--- src/rtl/fetch_unit.sv ---
// fetch_unit: IF stage with a single-outstanding-request memory FSM and IF/ID register.
// Optional perf counters (fetch_count, stall_count) are built when FETCH_PERF_CNT_EN is defined.
module fetch_unit #(
    parameter logic [31:0] RESET_PC = 32'h0000_0000
) (
    input  logic        clk,
    input  logic        reset,
    input  logic        stall_f,
    input  logic        flush_d,
    input  logic        pc_src,
    input  logic [31:0] pc_target,
    output logic        imem_req,
    output logic [31:0] imem_addr,
    input  logic        imem_ready,
    input  logic        imem_rvalid,
    input  logic [31:0] imem_rdata,
    output logic [31:0] instr_d,
    output logic [31:0] pc_d,
    output logic [31:0] pc_plus4_d,
    output logic        valid_d,
    output logic [6:0]  opcode_d,
    output logic [2:0]  fun3_d,
    output logic        fun7_d
`ifdef FETCH_PERF_CNT_EN
    ,
    output logic [31:0] fetch_count,
    output logic [31:0] stall_count
`endif
);

    localparam logic [2:0] S_IDLE = 3'd0;
    localparam logic [2:0] S_REQ  = 3'd1;
    localparam logic [2:0] S_WAIT = 3'd2;
    localparam logic [2:0] S_HOLD = 3'd3;
    localparam logic [2:0] S_DROP = 3'd4;

    localparam logic [31:0] NOP = 32'h0000_0013;

    logic [2:0]  state_q, state_d;
    logic [31:0] fpc_q, fpc_d;
    logic [31:0] hold_q, hold_d;
    logic [31:0] ifid_instr_q, ifid_instr_d;
    logic [31:0] ifid_pc_q, ifid_pc_d;
    logic [31:0] ifid_pc4_q, ifid_pc4_d;
    logic        ifid_valid_q, ifid_valid_d;

    logic        load;
    logic        ifid_load;
    logic [31:0] load_instr;
    logic [31:0] target;
    logic [31:0] pc_inc;
    logic        unused_tgt_lsb;

    assign target         = {pc_target[31:2], 2'b00};
    assign unused_tgt_lsb = ^pc_target[1:0];
    assign pc_inc         = fpc_q + 32'd4;

    assign imem_req  = (state_q == S_REQ);
    assign imem_addr = fpc_q;

    // Fetch FSM: PC, hold buffer and next state; redirect beats stall.
    always_comb begin
        state_d    = state_q;
        fpc_d      = fpc_q;
        hold_d     = hold_q;
        load       = 1'b0;
        load_instr = imem_rdata;
        case (state_q)
            S_IDLE: begin
                state_d = S_REQ;
                if (pc_src) fpc_d = target;
            end
            S_REQ: begin
                if (pc_src) begin
                    fpc_d   = target;
                    state_d = imem_ready ? S_DROP : S_REQ;
                end else if (imem_ready) begin
                    state_d = S_WAIT;
                end
            end
            S_WAIT: begin
                if (imem_rvalid) begin
                    if (pc_src) begin
                        fpc_d   = target;
                        state_d = S_REQ;
                    end else if (!stall_f) begin
                        load    = 1'b1;
                        fpc_d   = pc_inc;
                        state_d = S_REQ;
                    end else begin
                        hold_d  = imem_rdata;
                        state_d = S_HOLD;
                    end
                end else if (pc_src) begin
                    fpc_d   = target;
                    state_d = S_DROP;
                end
            end
            S_HOLD: begin
                if (pc_src) begin
                    fpc_d   = target;
                    state_d = S_REQ;
                end else if (!stall_f) begin
                    load       = 1'b1;
                    load_instr = hold_q;
                    fpc_d      = pc_inc;
                    state_d    = S_REQ;
                end
            end
            S_DROP: begin
                // The in-flight response belongs to the abandoned path.
                if (pc_src) fpc_d = target;
                if (imem_rvalid) state_d = S_REQ;
            end
            default: state_d = S_IDLE;
        endcase
    end

    // IF/ID next value: flush, then stall, then load, else bubble.
    always_comb begin
        ifid_instr_d = ifid_instr_q;
        ifid_pc_d    = ifid_pc_q;
        ifid_pc4_d   = ifid_pc4_q;
        ifid_valid_d = ifid_valid_q;
        ifid_load    = 1'b0;
        if (flush_d) begin
            ifid_instr_d = NOP;
            ifid_valid_d = 1'b0;
        end else if (stall_f) begin
            ifid_instr_d = ifid_instr_q;
        end else if (load) begin
            ifid_load    = 1'b1;
            ifid_instr_d = load_instr;
            ifid_pc_d    = fpc_q;
            ifid_pc4_d   = pc_inc;
            ifid_valid_d = 1'b1;
        end else begin
            ifid_instr_d = NOP;
            ifid_valid_d = 1'b0;
        end
    end

    // State, PC, hold buffer and IF/ID registers.
    always_ff @(posedge clk) begin
        if (reset) begin
            state_q      <= S_IDLE;
            fpc_q        <= RESET_PC;
            hold_q       <= 32'd0;
            ifid_instr_q <= NOP;
            ifid_pc_q    <= 32'd0;
            ifid_pc4_q   <= 32'd0;
            ifid_valid_q <= 1'b0;
        end else begin
            state_q      <= state_d;
            fpc_q        <= fpc_d;
            hold_q       <= hold_d;
            ifid_instr_q <= ifid_instr_d;
            ifid_pc_q    <= ifid_pc_d;
            ifid_pc4_q   <= ifid_pc4_d;
            ifid_valid_q <= ifid_valid_d;
        end
    end

    assign instr_d    = ifid_instr_q;
    assign pc_d       = ifid_pc_q;
    assign pc_plus4_d = ifid_pc4_q;
    assign valid_d    = ifid_valid_q;
    assign opcode_d   = ifid_instr_q[6:0];
    assign fun3_d     = ifid_instr_q[14:12];
    assign fun7_d     = ifid_instr_q[30];

`ifdef FETCH_PERF_CNT_EN
    logic [31:0] fetch_cnt_q, fetch_cnt_d;
    logic [31:0] stall_cnt_q, stall_cnt_d;

    // Free-running wrap-around event counters.
    always_comb begin
        fetch_cnt_d = fetch_cnt_q + {31'd0, ifid_load};
        stall_cnt_d = stall_cnt_q + {31'd0, stall_f};
    end

    // Counter registers.
    always_ff @(posedge clk) begin
        if (reset) begin
            fetch_cnt_q <= 32'd0;
            stall_cnt_q <= 32'd0;
        end else begin
            fetch_cnt_q <= fetch_cnt_d;
            stall_cnt_q <= stall_cnt_d;
        end
    end

    assign fetch_count = fetch_cnt_q;
    assign stall_count = stall_cnt_q;
`else
    logic unused_load;
    assign unused_load = ifid_load;
`endif

endmodule
--- config.mk ---
export PLATFORM = sky130hd
export DESIGN_NAME = fetch_unit
export DESIGN_NICKNAME = d
export VERILOG_FILES = /design/src/rtl/fetch_unit.sv
export SDC_FILE = /design/constraint.sdc
export NUM_CORES = 1
export LEC_CHECK = 0
export ABC_CLOCK_PERIOD_IN_PS = 2280
export CAP_MARGIN = 20
export CORE_UTILIZATION = 45
export CTS_CLUSTER_SIZE = 30
export DETAILED_ROUTE_END_ITERATION = 8
export GPL_TIMING_DRIVEN = 1
export PLACE_DENSITY = 0.77
export REMOVE_ABC_BUFFERS = 1
export SLEW_MARGIN = 20
export SYNTH_ARGS = -nofsm -noshare
export SYNTH_HDL_FRONTEND = slang
export SYNTH_SLANG_ARGS = --single-unit
--- constraint.sdc ---
create_clock -name clk -period 2.28 [get_ports clk]
set_clock_uncertainty 0.1 [all_clocks]
set_input_delay 0.456 -clock clk [delete_from_list [all_inputs] [get_ports clk]]
set_output_delay 0.456 -clock clk [all_outputs]
set_load 0.005 [all_outputs]
==> summary.md <==
| Metric | Value |
|---|---|
| Status | `complete, but fails checks` |
| Failing checks | `DRC` |
| Setup crit start kind | `register` |
| Number of global-route vias before repair | `between 7k and 8k` |
| DR WL/cell | `17.5 um` |
| Inserted Clock Buffers | `17` |
| Vias/cell | `between 5 and 6` |
| Slew @ Worst Pin | `578 ps` |
| Clock Latency Late Sink | `around 440 ps` |
| Crit-path max FO | `4` |
| # rows | `49` |
| Postcts setup bufs | `0` |
| Iter 0 DRT Violations | `900` |
| Post-Synthesis Cells | `roughly 1.0k` |
| Power Density | `~630 mW/mm^2` |
| Slowest CP cell | `or4_4` |
| Hold Path Sink | `imem_addr[19]` |
| Critical Path AT | `between 2000 and 3000 ps` |
| CTS tree | `done` |
| Met3 GRT Util | `~5.8%` |
| Final antenna-violating net count | `0` |
| Top cell type's share of synthesized area | `about 40%` |
| List of most frequent post-synthesis cells | `167 x nand2_1, 162 x dfxtp_1, 111 x nor2_1` |
| GPL Wtd Cong | `just under 0.9` |
| Synth top area cells | `dfxtp_1 39%, nand2_1 7.6%, a21oi_1 5.8%, mux2_2 5.6%, nor2_1 5.1%` |
| Top Ports | `about 210` |
| Synth Register Bits | `about 160` |
| Max-cap violations | `0` |
| Critical-path cell list | `nand4_2 -> or4_4 -> or4_4 -> xor2_1 -> a211oi_2` |
| Remaining Overflow, GRT | `0` |
| Worst Hold Class | `primary input to register` |
| Tot Pwr | `7.33 mW` |
| Most frequent cell after synthesis | `nand2_1` |
| Reg2reg end | `pc_plus4_d[31]` |
| First-pass GRT wire length | `slightly above 40,000 um` |
| Min Tclk post-route | `between 2000 and 2500 ps` |
| Warnings from Yosys | `0` |
| Slew Viols, Final | `0` |
| FF-to-FF path depth | `5` |
| Layout cell share with drive strength beyond 1 | `16.0%` |
| Top Family by Delay on Critical Path | `simple AND/OR/NAND/NOR gates` |
| Sum Neg Setup Slack | `0 ps` |
| Fmax achieved | `442 MHz` |
| Crit share post-route | `~100%` |
| Reg2reg start | `imem_addr[3]` |
| GRT Resource Usage Total | `roughly 28%` |
| Vias post-DR | `8,614` |
| Leakage power | `just over 4 nW` |
| Post-Syn Area per Cell | `between 7 and 8 sq um` |
| Sequential area share after synthesis | `between 30% and 40%` |
| Clock Pin Slew Worst Setup and Hold Paths | `70 ps` |
| WS Path Type | `register to register` |
| Max Root-Sink Buffers | `2` |
| Routing usage on met2 | `about 45%` |
| Root buf cell | `clkbuf_16` |
| Synth Cell Area | `about 0.008 sq mm` |
| Slew HR | `61.2%` |
| Htree depth | `4` |
| Drc violations | `1` |
| Routed wire length | `roughly 26,000 um` |
| Core Box Area | `about 0.018 sq mm` |
| Port bufs | `209` |
| Unrepaired setup endpoints after global routing | `false` |
| Busiest grt layer | `met2` |
| Most used cell, CP | `or4_4` |
| Synth cell types | `between 60 and 70` |
| Final Hold Vio Count | `0` |
| Buf/Inv on CP | `0` |
| Post-synth EDFFs | `0` |
| Drt first pass iters | `9` |
| Ys flop type | `dfxtp_1` |
| Antenna violations before repair | `1` |
| R2r setup slk | `~19 ps` |
| Final-stage net count | `roughly 1.3k` |
| Slowest stage delay, CP | `roughly 570 ps` |
| DIE HEIGHT | `between 100 and 150 um` |
| Async SR Flop Fraction | `0%` |
| Worst IR Drop VDD | `approximately 570 uV` |
| Hold slack | `roughly 320 ps` |
| Area grow syn2layout | `42.0%` |
| CP endpoint kind | `register` |
| Initial Utilization | `45.9%` |
| Die Width | `137 um` |
| Die area | `0.0188 sq mm` |
| Global Route met1 Usage | `between 30 and 40%` |
| Clock Sink Count | `about 160` |
| Final setup fails | `0` |
| Min-delay src | `reset` |
| Fill cells | `around 1.5k` |
| Hpwl dp | `approximately 18,000 um` |
| Hold_buf cts | `0` |
| Req. time, crit path | `around 2500 ps` |
| Largest net degree at the start of global routing | `between 50 and 60` |
| Hold-critical path depth | `2` |
| Most area-hungry cell type in the Yosys netlist | `dfxtp_1` |
-- through the flow --
stage / std cells / utilization (%) / setup WS, ps / instance area [sq um]
after floorplan: 927 / - / -2260 / 7710
after global placement: 1469 / 61.4 / -386 / 11000
after detailed placement: 1469 / 61.4 / -436 / 11000
after CTS: 1501 / 64.9 / 1.44 / 11600
after global routing: 1502 / 65.2 / 0.115 / 11700
final: 1502 / 65.2 / 19.2 / 11700
-- final cells by class --
class | count | area (sq um) | share of cell area [%]
antenna | 1 | 2.50 | 0.0214
clock buffer | 21 | 470 | 4.03
clock inverter | 11 | 150 | 1.29
inverter | 16 | 60.1 | 0.515
multi-input combinational | 749 | 4480 | 38.4
sequential | 162 | 3240 | 27.8
tap | 229 | 287 | 2.45
timing repair buffer | 313 | 2980 | 25.5
-- logic make-up after synthesis --
logic type	after synthesis	share of synthesized area, %
buffers and inverters	128	6.94
AND/OR/NAND/NOR	397	21.7
flip-flops	162	39.5
multiplexers	60	7.93
adder cells (fa/ha/maj)	1	0.152
XOR/XNOR	33	3.52
AO/OA/AOI/OAI	258	20.3
-- power by group --
| group | switching [mW] | total [mW] | internal [mW] |
|---|---|---|---|
| registers | 0.0690 | 2.98 | 2.91 |
| logic | 0.679 | 1.32 | 0.642 |
| clock network | 1.21 | 3.03 | 1.82 |
| total | 1.96 | 7.33 | 5.37 |
-- routing by layer --
layer | vias up | routed length [um]
li1 | 4100 | -
met1 | 4106 | 11100
met2 | 350 | 12600
met3 | 58 | 1900
met4 | 0 | 768
met5 | - | 0
-- cells in the final DEF, fill, tap and decap left out, types with 3 or more instances in the layout --
cell,count
nand4b_1,3
nand2_1,167
inv_1,15
clkbuf_8,3
o221ai_1,6
nor2_1,108
buf_12,9
a311oi_1,6
nor2b_1,8
and3_1,7
nor3_2,3
a21oi_1,95
a22oi_1,35
clkbuf_16,17
a211oi_1,27
nor4_1,8
mux2i_1,19
buf_4,96
a2111oi_0,4
nor3b_1,4
xor2_1,16
a221o_1,3
mux2_2,41
xnor2_1,17
o22ai_1,10
nand3_1,20
o21a_1,4
nand2b_1,10
a32oi_1,5
o31ai_1,3
clkdlybuf4s50_1,205
bufinv_16,3
nor3_1,20
a31oi_1,10
or2_2,3
nand4_1,13
o21ai_0,26
dfxtp_1,161
-- how the worst max path moves through the flow --
stage / to / from / depth (start not counted)
after floorplan: pc_plus4_d[31] / state_q[1] / 5
after global placement: imem_addr[30] / stall_f / 6
after detailed placement: imem_addr[26] / stall_f / 6
after CTS: pc_plus4_d[31] / imem_addr[3] / 5
after global routing: pc_plus4_d[31] / imem_addr[3] / 5
final: pc_plus4_d[31] / imem_addr[3] / 5
-- timing repair --
| item | in CTS | in global routing |
|---|---|---|
| gates cloned | 0 | 0 |
| pin swaps | 0 | 1 |
| endpoints found under the hold margin | 0 | 0 |
| endpoints found under the setup margin | 1 | 14 |
| resized for setup | 3 | 12 |
-- registers in the layout (all words and copies together) (netlist names) --
register,cells
state_q,3
instr_d,32
imem_addr,32
valid_d,1
pc_plus4_d,30
hold_q,32
pc_d,32
-- worst register-to-register path, cell delays in order, from the launching register on --
cell and delay, ps:
dfxtp_1 420, nand4_2 160, or4_4 550, or4_4 570, xor2_1 170, a211oi_2 220
Power figures use the tool's default switching activity.
